File: src/rtl/memshare_alloc_sched_pkg.sv
// Shared memShare configuration: DRC stage indices, scheduler state encoding
// and the request register layout used by the allocation-sequence scheduler.
package memShare_config_pkg;

   localparam int unsigned MEMSHARE_DRC1    = 0;
   localparam int unsigned MEMSHARE_DRC2    = 1;
   localparam int unsigned MEMSHARE_DRC3    = 2;
   localparam int unsigned MEMSHARE_DRC_NUM = 3;

   localparam int unsigned MEMSHARE_SHIFT_W = 5;

   typedef enum logic [1:0] {
      IDLE,
      SHIFT_GEN,
      SEQ1,
      BUBBLE
   } memshare_sched_state_e;

   typedef struct packed {
      logic [MEMSHARE_SHIFT_W-1:0] shift;
      logic                        gtr;
   } memshare_rqst_t;

   // Adding half the shift range modulo 2^W only flips the MSB.
   function automatic logic [MEMSHARE_SHIFT_W-1:0] memshare_half_turn(
      input logic [MEMSHARE_SHIFT_W-1:0] s
   );
      return s ^ {1'b1, {(MEMSHARE_SHIFT_W-1){1'b0}}};
   endfunction

endpackage

File: src/rtl/memshare_alloc_sched_cycle_cnt.sv
// Pipeline-cycle counter and per-pipeline-cycle sequence counter for the
// memShare allocation scheduler.
module memshare_cycle_cnt #(
   parameter int unsigned CNT_W     = 8,
   parameter int unsigned SEQ_CNT_W = 3
) (
   input  logic                 i_clk,
   input  logic                 i_rst,
   input  logic                 i_pipe_begin,
   input  logic                 i_alloc_hs,
   output logic [CNT_W-1:0]     o_pipe_cycle_cnt,
   output logic [SEQ_CNT_W-1:0] o_seq_cnt
);

   localparam logic [SEQ_CNT_W-1:0] SEQ_MAX = '1;

   logic [CNT_W-1:0]     r_pipe_cnt;
   logic [SEQ_CNT_W-1:0] r_seq_cnt;

   always_ff @(posedge i_clk) begin
      if (i_rst) begin
         r_pipe_cnt <= '0;
         r_seq_cnt  <= '0;
      end else begin
         if (i_pipe_begin) begin
            r_pipe_cnt <= r_pipe_cnt + CNT_W'(1);
         end
         // A handshake in the same cycle as a new pipeline cycle belongs to the new one.
         if (i_pipe_begin) begin
            r_seq_cnt <= i_alloc_hs ? SEQ_CNT_W'(1) : '0;
         end else if (i_alloc_hs && (r_seq_cnt != SEQ_MAX)) begin
            r_seq_cnt <= r_seq_cnt + SEQ_CNT_W'(1);
         end
      end
   end

   assign o_pipe_cycle_cnt = r_pipe_cnt;
   assign o_seq_cnt        = r_seq_cnt;

endmodule

File: src/rtl/memshare_alloc_sched.sv
// Allocation-sequence scheduler for SCU.memShare(): turns shift requests into
// one or two allocation sequences and drives memShare_monitor.isGtr_i.
module memshare_alloc_sched
   import memShare_config_pkg::*;
#(
   parameter int unsigned SHIFT_W   = MEMSHARE_SHIFT_W,
   parameter int unsigned CNT_W     = 8,
   parameter int unsigned SEQ_CNT_W = 3
) (
   input  logic                        sys_clk,
   input  logic                        rst,
   input  logic                        rqst_valid_i,
   output logic                        rqst_ready_o,
   input  logic [SHIFT_W-1:0]          rqst_shift_i,
   input  logic                        rqst_gtr_i,
   output logic                        alloc_valid_o,
   input  logic                        alloc_ready_i,
   output logic [SHIFT_W-1:0]          alloc_shift_o,
   output logic                        alloc_seq_o,
   output logic                        alloc_last_o,
   output logic                        isGtr_o,
   input  logic [MEMSHARE_DRC_NUM-1:0] is_drc_i,
   input  logic                        pipeCycle_begin_i,
   output logic [CNT_W-1:0]            pipe_cycle_cnt_o,
   output logic [SEQ_CNT_W-1:0]        seq_cnt_o
);

   memshare_sched_state_e r_state;
   memshare_sched_state_e w_next;
   memshare_rqst_t        r_rqst;

   logic w_drc2;
   logic w_rqst_hs;
   logic w_alloc_hs;
   logic w_unused_drc;

   assign w_drc2       = is_drc_i[MEMSHARE_DRC2];
   assign w_unused_drc = is_drc_i[MEMSHARE_DRC1] ^ is_drc_i[MEMSHARE_DRC3];

   always_comb begin
      w_next        = r_state;
      rqst_ready_o  = 1'b0;
      alloc_valid_o = 1'b0;
      alloc_seq_o   = 1'b0;
      alloc_last_o  = 1'b0;
      alloc_shift_o = '0;
      isGtr_o       = 1'b0;
      case (r_state)
         IDLE: begin
            rqst_ready_o = 1'b1;
            if (rqst_valid_i) begin
               w_next = SHIFT_GEN;
            end
         end
         SHIFT_GEN: begin
            alloc_valid_o = 1'b1;
            alloc_shift_o = r_rqst.shift;
            alloc_last_o  = ~r_rqst.gtr;
            rqst_ready_o  = alloc_ready_i & ~r_rqst.gtr;
            if (alloc_ready_i) begin
               isGtr_o = r_rqst.gtr;
               if (r_rqst.gtr) begin
                  w_next = SEQ1;
               end else if (rqst_valid_i) begin
                  w_next = SHIFT_GEN;
               end else begin
                  w_next = IDLE;
               end
            end
         end
         SEQ1: begin
            alloc_valid_o = 1'b1;
            alloc_seq_o   = 1'b1;
            alloc_last_o  = 1'b1;
            alloc_shift_o = memshare_half_turn(r_rqst.shift);
            rqst_ready_o  = alloc_ready_i & ~w_drc2;
            if (alloc_ready_i) begin
               if (w_drc2) begin
                  w_next = BUBBLE;
               end else if (rqst_valid_i) begin
                  w_next = SHIFT_GEN;
               end else begin
                  w_next = IDLE;
               end
            end
         end
         BUBBLE: begin
            w_next = IDLE;
         end
         default: begin
            w_next = IDLE;
         end
      endcase
      // Refuse new work while reset is applied so nothing is latched across it.
      if (rst) begin
         rqst_ready_o = 1'b0;
      end
   end

   assign w_rqst_hs  = rqst_valid_i & rqst_ready_o;
   assign w_alloc_hs = alloc_valid_o & alloc_ready_i;

   always_ff @(posedge sys_clk) begin
      if (rst) begin
         r_state <= IDLE;
         r_rqst  <= '0;
      end else begin
         r_state <= w_next;
         if (w_rqst_hs) begin
            r_rqst <= '{shift: rqst_shift_i, gtr: rqst_gtr_i};
         end
      end
   end

   memshare_cycle_cnt #(
      .CNT_W     (CNT_W),
      .SEQ_CNT_W (SEQ_CNT_W)
   ) u_cycle_cnt (
      .i_clk            (sys_clk),
      .i_rst            (rst),
      .i_pipe_begin     (pipeCycle_begin_i),
      .i_alloc_hs       (w_alloc_hs),
      .o_pipe_cycle_cnt (pipe_cycle_cnt_o),
      .o_seq_cnt        (seq_cnt_o)
   );

endmodule

File: config.mk
export PLATFORM = sky130hd
export DESIGN_NAME = memshare_alloc_sched
export DESIGN_NICKNAME = d
export VERILOG_FILES = /design/src/rtl/memshare_alloc_sched_pkg.sv /design/src/rtl/memshare_alloc_sched_cycle_cnt.sv /design/src/rtl/memshare_alloc_sched.sv
export SDC_FILE = /design/constraint.sdc
export NUM_CORES = 1
export LEC_CHECK = 0
export ABC_AREA = 1
export CORE_MARGIN = 2
export CORE_UTILIZATION = 40
export CTS_BUF_LIST = sky130_fd_sc_hd__clkbuf_4
export CTS_CLUSTER_DIAMETER = 50
export CTS_CLUSTER_SIZE = 10
export DETAILED_ROUTE_END_ITERATION = 10
export PLACE_DENSITY = 0.72
export SYNTH_ARGS = -nofsm -noshare
export SYNTH_HDL_FRONTEND = slang
export SYNTH_SLANG_ARGS = --single-unit
File: constraint.sdc
create_clock -name sys_clk -period 1.2 [get_ports sys_clk]
set_input_delay 0.12 -clock sys_clk [delete_from_list [all_inputs] [get_ports sys_clk]]
set_output_delay 0.12 -clock sys_clk [all_outputs]
set_load 0.005 [all_outputs]
---- Word level (Yosys, flattened, before mapping) ----
Cells that the tools add are included.
word-level totals
  flip-flop bits (word level) ............. 19
  bits of input ports ..................... 14
  word-level logic and storage cells ...... 44
cells by class
  $add $sub $neg .......................... 2
  equality and inequality tests ........... 7
  muxes and demuxes ....................... 18
  bitwise logic cells ..................... 7
  reduce and logical (&&, ||, !) cells .... 5
operators by type and width
  operator                                                                count
  2-bit 2-to-1 mux                                                        5
  5-bit one-hot mux with 2 select lines                                   1
  8-bit by 1-bit adder with 8-bit output (second input constant)          1
  2-bit one-hot mux with 4 select lines                                   1
  1-bit 2-to-1 mux                                                        7
  3-bit 2-to-1 mux                                                        2
  2-bit != test (second input constant)                                   3
  1-bit bitwise AND                                                       4
  2-bit equality test (second input constant)                             2
  3-bit by 1-bit adder with 3-bit output (second input constant)          1
  3-bit != test (second input constant)                                   1
  1-bit NOT                                                               3
  1-bit one-hot mux with 3 select lines                                   1
  3-bit AND reduction                                                     1
  2-bit by 1-bit equality test with 1-bit output (second input constant)  1
  2-bit logical NOT                                                       1
  1-bit one-hot mux with 2 select lines                                   1
  2-bit nonzero test                                                      1
  2-bit OR reduction                                                      1
  1-bit logical AND                                                       1

---- Longest topological paths before layout ----
Gate-level depths: netlist (run 1).
  depth after elaboration ................. 7
  mapped depth ............................ 10
  mapped depth without buffers ............ 10

---- Hierarchy ----
Synthesis (run 1) repeated with hierarchy kept, for this count alone.
unflattened totals
  cells, all modules ...................... 171
  area total of the unflattened synthesis .. 1174.9 um2
by module, submodules not included
  module                instances  cells an instance  area an instance (um2)  seq. area each (um2)
  memshare_alloc_sched  1          99                 660.6                   160.2
  memshare_cycle_cnt    1          72                 514.2                   220.2

---- Least setup slack after synthesis (run 1) ----
OpenSTA, ideal clock, no wires.
  path kind ............................... register to register
  from .................................... register r_state[0]
  to ...................................... register r_rqst[0] (netlist bit)
  setup time .............................. 0.110 ns
  arrival time ............................ 1.313 ns
  required time ........................... 1.090 ns
  setup slack ............................. -0.223 ns
  stages on the path, launching flop included .. 11
  period minus slack after synthesis ...... 1.423 ns
  path through ............................ dfxtp_1 -> inv_1 -> ha_1 -> nand2_1 -> clkinv_1 -> nand3_4 -> nand2_4 -> nand3_4 -> nand2_1 -> inv_1 -> nor2_1
on the way
  longest elaborated chain between the ends .. 4
RTL lines
  element                                      line                         text
  from (decl)                                  memshare_alloc_sched.sv:28   memshare_sched_state_e r_state;
  from (signal assigned)                       memshare_alloc_sched.sv:108  r_state <= w_next;
  2-bit equality test (tied with other cells)  memshare_alloc_sched.sv:48   case (r_state)
  1-bit one-hot mux with 3 select lines *      memshare_alloc_sched.sv:48
  1-bit 2-to-1 mux *                           memshare_alloc_sched.sv:95   if (rst) begin
  1-bit bitwise AND *                          memshare_alloc_sched.sv:100  assign w_rqst_hs = rqst_valid_i & rqst_ready_o;
  to (signal assigned)                         memshare_alloc_sched.sv:110  r_rqst <= '{shift: rqst_shift_i, gtr: rqst_gtr_i};
  to (decl)                                    memshare_alloc_sched.sv:30   memshare_rqst_t r_rqst;
Mark *: on every way between the ends. The rest lies on a longest branch, timed or not.
A chain may end at the register's enable or synchronous reset.

---- Worst setup path in the final report (run 1) ----
  from .................................... register r_state[0]
  to ...................................... output port alloc_shift_o[1]
on the way
  longest elaborated chain between the ends .. 2
RTL lines
  element                                                                                       line                        text
  2-bit equality test / 2-bit by 1-bit equality test with 1-bit output (equally long branches)  memshare_alloc_sched.sv:48
  5-bit one-hot mux with 2 select lines *                                                       memshare_alloc_sched.sv:48
  to (decl)                                                                                     memshare_alloc_sched.sv:18  output logic [SHIFT_W-1:0] alloc_shift_o,
Marked as above.

==> results of run 1 <==
registers in the layout, summed over array words and instances, names as in the netlist:
name,flops
r_state,2
u_cycle_cnt.o_seq_cnt,3
u_cycle_cnt.o_pipe_cycle_cnt,8
r_rqst,6
per-layer routing:
metal	track usage (%)	vias up	share of wire, %
met5	0	-	0
met4	9.97	0	2.7
met3	3.35	14	6.0
met2	42.5	61	52
met1	25.6	668	39
li1	-	684	-
Yosys cell counts, drive strengths merged, types with 3 or more instances:
master / number
dfxtp: 19
a21oi: 7
o21ai: 5
nand4: 7
nand2: 32
nor3: 8
nor2: 31
buf: 3
nand3: 7
ha: 9
inv: 33
metrics by stage:
| stage | hold slack (ps) | power [mW] | utilization [%] | worst slack, ps | instances |
|---|---|---|---|---|---|
| after floorplan | 189 | 1.59 | - | -43.4 | 166 |
| after global placement | 472 | 2.20 | 60.7 | -493 | 246 |
| after detailed placement | 485 | 2.26 | 60.7 | -523 | 246 |
| after CTS | 472 | 3.22 | 72.3 | -535 | 271 |
| after global routing | 523 | 4.25 | 81.0 | -618 | 280 |
| final | 497 | 4.07 | 81.0 | -579 | 280 |
final timing paths:
path / cells past startpoint / end / from / slack [ps]
min reg2reg: 4 / r_rqst[2]$_SDFFE_PP0P_ / r_rqst[2]$_SDFFE_PP0P_ / 580
max reg2reg: 12 / r_rqst[5]$_SDFFE_PP0P_ / r_state[0]$_SDFFE_PP0P_ / -410
min: 5 / r_rqst[4]$_SDFFE_PP0P_ / rqst_shift_i[3] / 500
max: 6 / alloc_shift_o[1] / r_state[0]$_SDFFE_PP0P_ / -580
repair_timing:
item,CTS,global route
buffers inserted,21,9
gates cloned,0,0
pin swaps,17,17
resized for setup,92,51
endpoints found under the setup margin,33,24
final cells by class:
class,count,share of cell area (%)
Clock buffer,3,1.01
Clock inverter,1,0.224
Tap cell,31,1.74
Inverter,34,6.33
Timing Repair Buffer,82,32.3
Multi-Input combinational cell,110,40.3
Sequential cell,19,18.1
where the power goes:
part / switching (mW) / internal [mW]
Clock: 0.225 / 0.125
Sequential: 0.0908 / 0.739
Combinational: 1.39 / 1.50
Total: 1.70 / 2.36
worst min-delay path, cell delays in order:
cell	delay [ps]
clkdlybuf4s50_1	400
inv_1	60
nand4_1	90
nand2_1	80
nor2_1	40
logic make-up (layout without fill, tap and decap cells):
kind of cell,after synthesis,in the layout,synth area share [%]
AO/OA/AOI/OAI,15,15,6.87
XOR/XNOR,1,1,0.752
adder cells (fa/ha/maj),9,9,9.67
buffers and inverters,37,120,13.0
flip-flops,19,19,32.7
AND/OR/NAND/NOR,85,85,37.1
==> impl_metrics.yaml, run 1 <==
route:
  wl_um: 4210
  drt_first_iter_violations: 48
  ant_nets: 0
  drc: 0
  routedWlPerCell_um: 15.0
  post_drt_via_cell_ratio: 5.10
  vias: 1427
  drtPass1Iterations: 4
floorplanning:
  rows: 19
  die_w_um: 58.0
  io_pins: 35
  initial_core_util_pct: 42.2
  die_h_um: 58.0
  core_um2: 2760
  die_area_um2: 3360
final_layout:
  layout_common_cells: "31 x buf_4, 27 x inv_1, 19 x nor2_1, 19 x buf_6, 18 x nand2_1"
  final_common_cell: "buf_4"
  areaGrowthSynthToFinish_pct: 91.8
  n_fill_cell: 166
  final_area_um2: 2230
  multi_input_area_um2: 901
  fin_nets: 273
  num_antenna_cells: 0
  ff_latch_area_um2: 404
  drive_above_1_share_pct: 54.2
clock_tree:
  clk_pin_slew_worst_paths_ps: 120
  cts-buffers-inserted: 3
  clock_sinks: 19
  clock_path_buffers: 2
  h-tree-depth: 1
  cts_tree: "done"
  clock_latency_ps: 310
  hold_buffers: 0
  cts_root_buffer: "clkbuf_4"
logic_synthesis:
  synth_edf_count: 0
  syn_area_um2: 1160
  yosys_warnings: 0
  yosysUniqueCellTypes: 27
  syn-num-nets: 189
  syn_inst: 166
  netlist_top_cells_area: "dfxtp_1 33%, ha_1 9.7%, inv_1 9.7%, nand2_1 9.7%, nor2_1 9.0%"
  ys_seq_area_share_pct: 32.7
  syn_area_per_cell_um2: 7.02
  synth_flop_cell: "dfxtp_1"
  yosys.area.top_type: "dfxtp_1"
  synth_top_area_share_pct: 32.7
  ys_seq_elements: 19
  synthArstFlopShare_pct: 0
flow_run:
  maxCapViolCount: 0
setup_path:
  slowest_stage: "dfxtp_4"
  cp_top_family: "buffers and inverters"
  cp_cell_sequence: "inv_4 -> ha_4 -> clkinvlp_4 -> buf_6 -> nor3_2 -> buf_2"
  crit_buf_inv: 4
  cpPeakStageDelay_ps: 390
  cp-end-kind: "output pin"
  worstSetupPathType: "flip-flop to output pin"
  required_ps: 1080
  worstPathArrival_ps: 1660
  cp-start-kind: "flip-flop"
  crit_fanout: 5
timing:
  rsz0062_at_grt: "true"
  hold_viol: 0
  fin_setup_tns_ps: -8190
  slew_headroom_pct: 73.3
  finClkSkew_ps: 0.735
  fmax_mhz: 562
  slew_viol_final: 0
  finalCritPeriodShare_pct: 148
  setup_slack_ps: -579
  worstMarginPinSlew_ps: 400
  setup-violations-final: 21
  layout_min_cycle_time_ps: 1780
power_and_ir_drop:
  power_density_nw_per_um2: 1820
  p_leak_nw: 1.07
  ir_drop_uv: 1810
global_routing:
  grt_max_degree: 15
  antenna_found_initial: 0
  grt_util_all_layers_pct: 22.9
  grt.overflow.total: 0
  grt_pass1_wl_um: 6010
  grt_pass1_vias: 1386
status:
  failed_checks: "negative setup slack"
  status: "finished, violations left"
placement:
  gp_congestion: 0.885
  port_buffers: 32
  dp.final_hpwl_um: 2440
  placed_cell_area_um2: 1670
worst_hold_path:
  hp-class: "primary input to flip-flop"
No activity file was read; power rests on OpenSTA's default activity.
==> run 2: changes to the inputs <==
--- a/config.mk
+++ b/config.mk
@@ -6,6 +6,7 @@
 export NUM_CORES = 1
 export LEC_CHECK = 0
 export ABC_AREA = 1
+export CAP_MARGIN = 20
 export CORE_MARGIN = 2
 export CORE_UTILIZATION = 40
 export CTS_BUF_LIST = sky130_fd_sc_hd__clkbuf_4
==> results of run 2 <==
Same layout as run 1: the final DEF is identical, and so are final timing and power.
